==> src/rtl/and_chain_pipe_pkg.sv <==
// ---------------------------------------------------------------------------
// and_chain_pkg
// Shared definitions for the and_chain_pipe fold pipeline.
//   op_t    : per-transaction fold operator encoding (AND/OR/XOR/PASS)
//   STAT_W  : width of the optional retired-transaction counter
//   fold()  : single-bit fold; callers apply it lane by lane so the
//             function stays independent of the pipeline's WIDTH parameter
// ---------------------------------------------------------------------------
package and_chain_pkg;

  typedef enum logic [1:0] {
    OP_AND  = 2'd0,
    OP_OR   = 2'd1,
    OP_XOR  = 2'd2,
    OP_PASS = 2'd3
  } op_t;

  localparam int STAT_W = 16;

  // Bitwise fold of one accumulator bit against one operand bit.
  function automatic logic fold(input logic acc, input logic b, input op_t op);
    logic res;
    case (op)
      OP_AND:  res = acc & b;
      OP_OR:   res = acc | b;
      OP_XOR:  res = acc ^ b;
      OP_PASS: res = acc;
      default: res = acc;
    endcase
    return res;
  endfunction

endpackage

==> src/rtl/and_chain_pipe_stage.sv <==
// ---------------------------------------------------------------------------
// and_chain_stage
// One registered fold stage of and_chain_pipe.
// Ports:
//   CLK, RESET       clock (rising edge), synchronous active-high reset
//   i_up_valid       upstream stage (or input port) holds a transaction
//   i_ready          this stage may load this cycle (computed by the top,
//                    which owns the whole ready ripple)
//   i_up_acc/b/op    upstream accumulator, fold operand and operator
//   o_valid          this stage holds a transaction
//   o_acc            fold(i_up_acc, i_up_b, i_up_op) captured on load
//   o_b, o_op        operand/operator forwarded unchanged
//   o_tap            upstream accumulator captured on load (one fold behind)
// ---------------------------------------------------------------------------
module and_chain_stage
  import and_chain_pkg::*;
#(
  parameter int WIDTH = 2
) (
  input  logic             CLK,
  input  logic             RESET,
  input  logic             i_up_valid,
  input  logic             i_ready,
  input  logic [WIDTH-1:0] i_up_acc,
  input  logic [WIDTH-1:0] i_up_b,
  input  logic [1:0]       i_up_op,
  output logic             o_valid,
  output logic [WIDTH-1:0] o_acc,
  output logic [WIDTH-1:0] o_b,
  output logic [1:0]       o_op,
  output logic [WIDTH-1:0] o_tap
);

  logic             r_valid;
  logic [WIDTH-1:0] r_acc;
  logic [WIDTH-1:0] r_b;
  logic [1:0]       r_op;
  logic [WIDTH-1:0] r_tap;
  logic [WIDTH-1:0] w_fold;

  // Lane-by-lane fold of the upstream accumulator.
  always_comb begin
    w_fold = '0;
    for (int i = 0; i < WIDTH; i++) begin
      w_fold[i] = fold(i_up_acc[i], i_up_b[i], op_t'(i_up_op));
    end
  end

  // Stage registers: valid follows upstream whenever the stage advances;
  // data only moves when a real transaction is loaded, so a holding or
  // bubble stage keeps its contents.
  always_ff @(posedge CLK) begin
    if (RESET) begin
      r_valid <= 1'b0;
      r_acc   <= '0;
      r_b     <= '0;
      r_op    <= 2'd0;
      r_tap   <= '0;
    end else if (i_ready) begin
      r_valid <= i_up_valid;
      if (i_up_valid) begin
        r_acc <= w_fold;
        r_b   <= i_up_b;
        r_op  <= i_up_op;
        r_tap <= i_up_acc;
      end
    end
  end

  assign o_valid = r_valid;
  assign o_acc   = r_acc;
  assign o_b     = r_b;
  assign o_op    = r_op;
  assign o_tap   = r_tap;

endmodule

==> src/rtl/and_chain_pipe.sv <==
// ---------------------------------------------------------------------------
// and_chain_pipe
// Pipelined fold chain: operand in_a is folded DEPTH times against in_b with
// the operator in_op, one registered stage per fold, valid/ready on both ends.
// Ports:
//   CLK, RESET        clock (rising edge), synchronous active-high reset
//   in_valid/in_ready input handshake; in_a/in_b/in_op sampled on accept
//   out_valid/out_ready output handshake
//   out_o             result after DEPTH folds
//   out_tap           result after DEPTH-1 folds of the same transaction
// Optional build (macro AND_CHAIN_PIPE_STATS_EN):
//   stat_count        saturating count of retired transactions
//   stat_stall        registered flag: previous cycle had out_valid & !out_ready
// Parameters: WIDTH (lane width), DEPTH (fold stages / latency, 2..16).
// ---------------------------------------------------------------------------
module and_chain_pipe
  import and_chain_pkg::*;
#(
  parameter int WIDTH = 2,
  parameter int DEPTH = 4
) (
  input  logic              CLK,
  input  logic              RESET,
  input  logic              in_valid,
  output logic              in_ready,
  input  logic [WIDTH-1:0]  in_a,
  input  logic [WIDTH-1:0]  in_b,
  input  logic [1:0]        in_op,
  output logic              out_valid,
  input  logic              out_ready,
  output logic [WIDTH-1:0]  out_o,
  output logic [WIDTH-1:0]  out_tap
`ifdef AND_CHAIN_PIPE_STATS_EN
  ,
  output logic [STAT_W-1:0] stat_count,
  output logic              stat_stall
`endif
);

  logic [DEPTH-1:0] w_valid;
  logic [DEPTH-1:0] w_ready;
  logic [WIDTH-1:0] w_acc [DEPTH];
  logic [WIDTH-1:0] w_b   [DEPTH];
  logic [1:0]       w_op  [DEPTH];
  logic [WIDTH-1:0] w_tap [DEPTH];

  // Ready ripples from the output back to the input within one cycle, so a
  // full pipe with out_ready high advances as a whole and still accepts.
  always_comb begin
    logic w_rdy_chain;
    w_rdy_chain = out_ready;
    w_ready     = '0;
    for (int k = DEPTH - 1; k >= 0; k--) begin
      w_rdy_chain = !w_valid[k] | w_rdy_chain;
      w_ready[k]  = w_rdy_chain;
    end
  end

  for (genvar k = 0; k < DEPTH; k++) begin : g_stage
    logic             w_up_valid;
    logic [WIDTH-1:0] w_up_acc;
    logic [WIDTH-1:0] w_up_b;
    logic [1:0]       w_up_op;

    if (k == 0) begin : g_head
      assign w_up_valid = in_valid;
      assign w_up_acc   = in_a;
      assign w_up_b     = in_b;
      assign w_up_op    = in_op;
    end else begin : g_body
      assign w_up_valid = w_valid[k-1];
      assign w_up_acc   = w_acc[k-1];
      assign w_up_b     = w_b[k-1];
      assign w_up_op    = w_op[k-1];
    end

    and_chain_stage #(
      .WIDTH(WIDTH)
    ) u_stage (
      .CLK       (CLK),
      .RESET     (RESET),
      .i_up_valid(w_up_valid),
      .i_ready   (w_ready[k]),
      .i_up_acc  (w_up_acc),
      .i_up_b    (w_up_b),
      .i_up_op   (w_up_op),
      .o_valid   (w_valid[k]),
      .o_acc     (w_acc[k]),
      .o_b       (w_b[k]),
      .o_op      (w_op[k]),
      .o_tap     (w_tap[k])
    );
  end

  assign in_ready  = w_ready[0];
  assign out_valid = w_valid[DEPTH-1];
  assign out_o     = w_acc[DEPTH-1];
  assign out_tap   = w_tap[DEPTH-1];

`ifdef AND_CHAIN_PIPE_STATS_EN
  logic [STAT_W-1:0] r_stat_count;
  logic              r_stat_stall;

  // Retire counter (saturating) and one-cycle-delayed stall flag.
  always_ff @(posedge CLK) begin
    if (RESET) begin
      r_stat_count <= '0;
      r_stat_stall <= 1'b0;
    end else begin
      if (out_valid && out_ready && (r_stat_count != {STAT_W{1'b1}})) begin
        r_stat_count <= r_stat_count + STAT_W'(1);
      end
      r_stat_stall <= out_valid & !out_ready;
    end
  end

  assign stat_count = r_stat_count;
  assign stat_stall = r_stat_stall;
`endif

endmodule
==> config.mk <==
export PLATFORM = sky130hd
export DESIGN_NAME = and_chain_pipe
export DESIGN_NICKNAME = d
export VERILOG_FILES = /design/src/rtl/and_chain_pipe_pkg.sv /design/src/rtl/and_chain_pipe_stage.sv /design/src/rtl/and_chain_pipe.sv
export SDC_FILE = /design/constraint.sdc
export NUM_CORES = 1
export LEC_CHECK = 0
export CELL_PAD_IN_SITES_DETAIL_PLACEMENT = 0
export CELL_PAD_IN_SITES_GLOBAL_PLACEMENT = 1
export CORE_AREA = 2 2 64 66
export DETAILED_ROUTE_END_ITERATION = 8
export DIE_AREA = 0 0 66 68
export GPL_TIMING_DRIVEN = 0
export PLACE_DENSITY_LB_ADDON = 0.08
export SLEW_MARGIN = 5
export SYNTH_ARGS = -nofsm -noshare
export SYNTH_HDL_FRONTEND = slang
export SYNTH_SLANG_ARGS = --single-unit
==> constraint.sdc <==
create_clock -name CLK -period 1.65 [get_ports CLK]
set_input_delay 0.33 -clock CLK [delete_from_list [all_inputs] [get_ports CLK]]
set_output_delay 0.33 -clock CLK [all_outputs]
set_load 0.005 [all_outputs]
======== After elaboration in Yosys (flattened, before gate mapping) ========
Cells that the tools add are included.
word-level totals
  output and inout bits ................... 6
  register bits after elaboration ......... 26
  bits of input ports ..................... 10
  word-level logic and storage cells ...... 75
operators by class
  multiplexer cells ....................... 8
  bitwise logic cells ..................... 28
  reduce and logical (&&, ||, !) cells .... 12
  eq/ne operators ......................... 12
operators by type and width
  kind                  number
  $pmux W1 S4           8
  $eq A2 B2 Y1 const B  8
  $or A1 B1 Y1          12
  $and A1 B1 Y1         8
  $eq A2 B1 Y1 const B  4
  $logic_not A2 Y1      4
  $reduce_and A2 Y1     4
  $xor A1 B1 Y1         8
  $logic_not A1 Y1      4

======== Logic depth before layout (Yosys ltp) ========
  word-level depth ........................ 6
  depth in mapped cells ................... 5
  mapped depth without buffers ............ 5

======== Hierarchy ========
From an unflattened synthesis, not the netlist that was laid out.
unflattened totals
  cell total of the unflattened synthesis .. 209
  area, all modules ....................... 1789.2 µm²
modules (own cells, without submodules)
  module           cells an instance  instances  sequential area each (µm²)  area an instance (µm²)
  and_chain_stage  51                 4          180.2                       439.2
  and_chain_pipe   5                  1          0.0                         32.5

======== Worst setup path after synthesis ========
Ideal clock, no wire load.
  path kind ............................... reg2reg
  start ................................... reg g_stage[2].u_stage.r_acc[0]
  end ..................................... reg g_stage[3].u_stage.r_acc[0]
  stages on the path, launching flop included .. 6
  data arrival time ....................... 1261 ps
  path buffers ............................ 0
  setup time .............................. 75 ps
  period minus slack after synthesis ...... 1336 ps
  data required time ...................... 1575 ps
  setup slack ............................. 314 ps
  path through ............................ dfxtp_1 inv_1 ha_1 inv_1 mux4_2 o22ai_1
on the way
  cells in the longest elaborated chain, start to end .. 2
  elaborated cells on any way between the ends .. 4
  those cells by class .................... mux: 1; bitwise: 3
RTL lines
  element                                line                        RTL
  from (decl)                            and_chain_pipe_stage.sv:35  logic [WIDTH-1:0] r_acc;
  from (signal assigned)                 and_chain_pipe_stage.sv:62  r_acc <= w_fold;
  $xor A1 B1 Y1 (tied with other cells)  and_chain_pipe_pkg.sv:26    OP_XOR: res = acc ^ b;
  $pmux W1 S4 *                          and_chain_pipe_pkg.sv:23    case (op)
  to (signal assigned)                   and_chain_pipe_stage.sv:62
  to (decl)                              and_chain_pipe_stage.sv:35
Every way passes the cells marked *; elsewhere a longest branch is shown, timed or not.
A chain may end at the register's enable or synchronous reset.

======== Worst setup path after layout ========
  start ................................... in in_b[0]
  end ..................................... reg g_stage[0].u_stage.r_acc[0]
on the way
  cells in the longest elaborated chain, start to end .. 2
  elaborated cells on any way between the ends .. 4
  those cells by class .................... mux: 1; bitwise: 3
RTL lines
  element                                line                        RTL
  from (decl)                            and_chain_pipe.sv:27        input logic [WIDTH-1:0] in_b,
  $xor A1 B1 Y1 (tied with other cells)  and_chain_pipe_pkg.sv:26
  $pmux W1 S4 *                          and_chain_pipe_pkg.sv:23
  to (signal assigned)                   and_chain_pipe_stage.sv:62
  to (decl)                              and_chain_pipe_stage.sv:35
Marked as above.

==> impl_metrics.ini <==
[run_status]
status = completed

[worst_hold_path]
min_path_type = primary input to register
hold_start = RESET
whs_path_depth = 2
min_to = g_stage[1].u_stage.o_b[1]$_SDFFE_PP0P_

[place]
io_buffers = 14
placedCellCount = 234
dpl.hpwl_mm = 2.50
gp_congestion = 0.754
dpl_cell_area_um2 = 1720

[synth]
yosys_warnings = 0
synthFlopType = dfxtp_1
synth_edf_count = 0
syn_area_per_cell_um2 = 8.95
synth_largest_area_cell = dfxtp_1
syn_nets = 196
synth_cell_types = 28
ys_seq_area_frac = 0.342
synth_area_um2 = 1520
synth_top_area_frac = 0.342
synth.area.top_cells = dfxtp_1 (34%), ha_1 (13%), mux4_2 (12%)
async_flop_share = 0
netlist_instances = 170
synth_seq_cells = 26

[final_layout]
areaGrowthSynthToFinish_pct = 18.2
multiInputGateArea_um2 = 835
drive_gt1_frac = 0.131
nFillCells = 388
stdcell_count = 241
diodes = 0
fin_util = 0.466
seq_area_um2 = 524
design_area_um2 = 1800
nets = 219

[timing]
hold_viol = 0
worstMarginPinSlew_ns = 0.479
finalCritPeriodShare = 0.951
finClkSkew_ns = 0.00236
fmaxAchievable_mhz = 637
finalSetupViolations = 0
slew-limit-headroom = 0.681
grt_setup_unrepaired = false
fin_crit_ns = 1.57
slew_violations = 0

[power_and_ir_drop]
sw_frac_of_total = 0.236
p_seq_frac = 0.580
power.internal_mw = 0.879
vdd_ir_drop_max_mv = 0.245
p_sw_mw = 0.272
p_leak_nw = 0.680
power.density_nw_per_um2 = 640
comb_power_share = 0.119
pwr-share-clk = 0.302

[critical_path]
r2r-end = g_stage[3].u_stage.o_acc[0]$_SDFFE_PP0P_
critPathKind = primary input to register
worstSetupEndpointType = register
timing.rr.start = g_stage[2].u_stage.o_acc[0]$_SDFFE_PP0P_
rr_worst_depth = 5
cp-start-kind = primary input
reg2reg_slack_ns = 0.15
cp.required_ns = 1.85
worstPathArrival_ns = 1.77
path_max_fanout = 3

[drt]
ant_nets = 0
vias_per_cell = 5.06
remaining_drc_errors = 0
dr_total_vias = 1219
wire_per_inst_um = 13.0
drt_iter0_drc = 55
wl_met3_um = 60
dr.pass1.iters = 4
drt-met1-wl_mm = 1.30
drt_wl_total_mm = 3.13
route.met2.wl_mm = 1.75
highest_layer = met4

[cts]
clockBufferDepth = 2
clock_latency_ns = 0.26
cts_buffers = 3
root_buffer = clkbuf_8
cts_tree = built
cts_sinks = 26
ctsHoldBuffers = 0
htree_levels = 1
clk_pin_slew_ns = 0.08

[die]
initial_core_util = 0.395
coreArea_um2 = 3860
die-area_um2 = 4490
io_pins = 16
die_x_um = 66
die_y_um = 68
rows = 23

[grt]
grt_overflow = 0
track_usage = 0.157
grt_pass1_wl_mm = 5.33
grt_max_degree = 14
grt_pass1_vias = 1189
antenna_found_initial = 0

[run]
cap_violations = 0
what timing repair did:
item | 4_1_cts | 5_1_grt
endpoints found under the setup margin | 1 | 1
resized for setup | 5 | 2
setup buffers | 2 | 3
per-stage QoR:
step                      total power [mW]  TNS [ns]  setup WS [ns]  hold WS (ns)
after CTS                             1.16         0         0.0405         0.347
after floorplan                      0.763         0          0.314         0.463
after global placement               0.812    -0.936         -0.489         0.458
final                                 1.15         0         0.0803         0.360
after detailed placement             0.819     -1.14         -0.499         0.471
after global routing                  1.21         0        0.00382         0.358
final cells by class:
type	count	area share
Sequential cell	26	0.292
Tap cell	50	0.0348
Multi-Input combinational cell	102	0.464
Clock buffer	3	0.0230
Buffer	4	0.0118
Timing Repair Buffer	19	0.0974
Inverter	37	0.0772
cells in the mapped netlist (2+ instances only):
master	instances
o22ai_1	2
a21oi_1	14
ha_1	16
o21ai_1	2
buf_2	3
nand3_1	13
mux4_2	8
mux2i_1	4
o211ai_1	4
nand2_1	11
inv_1	36
a41oi_1	2
o21ai_0	14
dfxtp_1	26
nor3b_1	2
power groups by stage:
stage,Sequential (mW),Clock (mW),Combinational (mW)
after floorplan,0.675,0,0.0884
after global placement,0.681,0,0.130
after detailed placement,0.682,0,0.137
after CTS,0.667,0.360,0.137
after global routing,0.671,0.386,0.157
final,0.667,0.347,0.136
cells in the final DEF (no fill, tap or decap), types with 3 or more instances in the layout:
cell type and n:
ha_1 16, mux2i_1 4, o211ai_1 4, mux4_2 8, clkdlybuf4s50_1 12, o21ai_0 14
a21oi_1 14, inv_1 36, dfxtp_1 23, buf_4 5, clkbuf_8 3, nand3_1 13
nand2_1 11, dfxtp_2 3
routing by layer:
| layer | global-route usage | vias up |
|---|---|---|
| met1 | 0.182 | 581 |
| met4 | 0.0536 | 0 |
| met3 | 0.0197 | 2 |
| met2 | 0.299 | 13 |
| li1 | - | 623 |
| met5 | 0 | - |
critical path, stage by stage:
cell	delay [ns]
clkdlybuf4s50_1	0.50
inv_1	0.05
ha_1	0.26
inv_1	0.03
mux4_2	0.45
o21ai_1	0.14
sequential cells by signal, indices dropped and copies added (netlist names):
signal and flops:
g_stage.u_stage.o_valid 4, g_stage.u_stage.o_b 6, g_stage.u_stage.o_tap 2, g_stage.u_stage.o_op 6, g_stage.u_stage.o_acc 8
worst max-delay path by stage:
stage	start	to	slack [ns]
after detailed placement	out_ready	in_ready	-0.50
final	in_b[0]	g_stage[0].u_stage.o_acc[0]$_SDFFE_PP0P_	0.08
after global routing	in_b[0]	g_stage[0].u_stage.o_acc[0]$_SDFFE_PP0P_	0.004
after floorplan	g_stage[2].u_stage.o_acc[0]$_SDFFE_PP0P_	g_stage[3].u_stage.o_acc[0]$_SDFFE_PP0P_	0.31
after global placement	out_ready	in_ready	-0.49
after CTS	g_stage[1].u_stage.o_valid$_SDFFE_PP0P_	in_ready	0.04
kinds of logic after synthesis:
logic type | after synthesis | synth area share
buffers and inverters | 42 | 0.111
AOI/OAI and AO/OA | 40 | 0.150
and+or+nand+nor | 34 | 0.121
DFF | 26 | 0.342
adders and majority gates | 16 | 0.132
muxes | 12 | 0.145
Note: power is estimated with default switching activity, not from simulation.
==> variant: new RTL, config.mk and constraints unchanged <==
Add a define of `AND_CHAIN_PIPE_STATS_EN`.
--- a/src/rtl/and_chain_pipe.sv
+++ b/src/rtl/and_chain_pipe.sv
@@ -13,6 +13,8 @@
 //   stat_stall        registered flag: previous cycle had out_valid & !out_ready
 // Parameters: WIDTH (lane width), DEPTH (fold stages / latency, 2..16).
 // ---------------------------------------------------------------------------
+`define AND_CHAIN_PIPE_STATS_EN
+
 module and_chain_pipe
   import and_chain_pkg::*;
 #(
Formal check against the unedited RTL (old outputs only; new: stat_count and stat_stall): equivalent (equiv_simple and equiv_induct, registers matched by name and starting in step).
==> variant against the original RTL <==
First-iteration DRC count is 100% higher. Sequential power is 62% higher. Total power is 65% higher. Clock skew is 6.0 ps higher. Setup slack worse by 30 ps. Worst hold slack better by 12 ps. Count of clock-buffer cells in the layout is 2 higher. Synthesized area is 48% higher. Design area is 58% higher. Sequential cell count is 17 higher. Wire length is 57% higher.
==> variant: results <==
group,metric,value,unit
layout,layout-drive-gt1-share,17.8,%
layout,fill_cells,323,
drt,drtIter0Drc,110,
critical_path,reg2reg_from,"stat_count[2]",
global_routing,grt_pass1_vias,1847,
critical_path,critPathMaxStageDelay,540,ps
power_and_ir_drop,irDropWorstVdd,0.000624,V
critical_path,r2r_slack,70,ps
logic_synthesis,netlist_instances,249,
critical_path,worstPathArrival,1270,ps
critical_path,path_max_fanout,7,
place,gp_congestion,0.751,
worst_hold_path,hold_start,"in_b[0]",
drt,finalWirelength,4910,um
power_and_ir_drop,leakage,1.15,nW
clock_tree,h-tree-depth,2,
place,place_inst,330,
clock_tree,worstSkewPairLatency,300,ps
clock_tree,cts_buffers,5,
critical_path,reg2reg_depth,4,
layout,largest_reg_flops,16,
global_routing,grt_max_degree,15,
global_routing,grt_pass1_wl,8310,um
place,placed_area,2650,um2
drt,vias,1969,
worst_hold_path,hold_depth,3,
critical_path,endpoint,"stat_count[0]",
logic_synthesis,ys_seq_area_share,38.1,%
sta,worst_pin_slew,556,ps
logic_synthesis,synthTopCellsByCount,"dfxtp_1 (43), inv_1 (29), a21oi_1 (27), nand2_1 (25), ha_1 (17)",
layout,fin_nets,318,
run_status,outcome,"complete, no violations",
global_routing,grtUsageTotal,24.4,%
variant: logic make-up (layout without fill, tap and decap cells):
group           count (synthesis)  after routing  share of synthesized area (%)
mux                            21             21                           13.8
buf+inv                        36             79                           6.09
compound gates                 44             44                           11.4
simple gates                   88             88                           21.2
flops                          43             43                           38.1
fa+ha+maj                      17             17                           9.42
variant: area by class of cell:
| class | instances | area, um2 | area share, % |
|---|---|---|---|
| well taps | 50 | 62.6 | 2.21 |
| flip-flops and latches | 43 | 882 | 31.1 |
| repair buffers | 35 | 340 | 12.0 |
| inverters | 29 | 109 | 3.84 |
| clock buffers | 5 | 68.8 | 2.43 |
| plain buffers | 7 | 41.3 | 1.46 |
| multi-input cells | 170 | 1310 | 46.2 |
| clock inverters | 3 | 20.0 | 0.707 |
variant: power breakdown:
part | switching [mW] | total, mW | internal (mW)
combinational | 0.0732 | 0.147 | 0.0739
clock | 0.376 | 0.671 | 0.295
sequential | 0.0216 | 1.08 | 1.06
total | 0.471 | 1.89 | 1.42
variant: worst min path at each step:
stage,endpoint
6_report,g_stage[0].u_stage.o_b[0]
5_1_grt,g_stage[0].u_stage.o_b[1]
4_1_cts,stat_count[0]
3_5_place_dp,g_stage[3].u_stage.o_tap[1]
3_3_place_gp,g_stage[3].u_stage.o_acc[1]
2_1_floorplan,g_stage[3].u_stage.o_acc[1]
variant: metal layers:
layer	vias up	share of wire [%]	wire (um)	global-route usage, %
met1	951	42	2080	26.2
met4	0	1.8	87	11.0
met2	38	53	2620	47.0
li1	974	-	-	-
met5	-	0	0	0
met3	6	2.6	126	4.11
variant: timing repair:
item,in CTS,in global routing
endpoints found under the hold margin,0,0
setup buffers,5,0
gates cloned,0,0
endpoints found under the setup margin,18,27
resized for setup,15,19
pin swaps,3,4
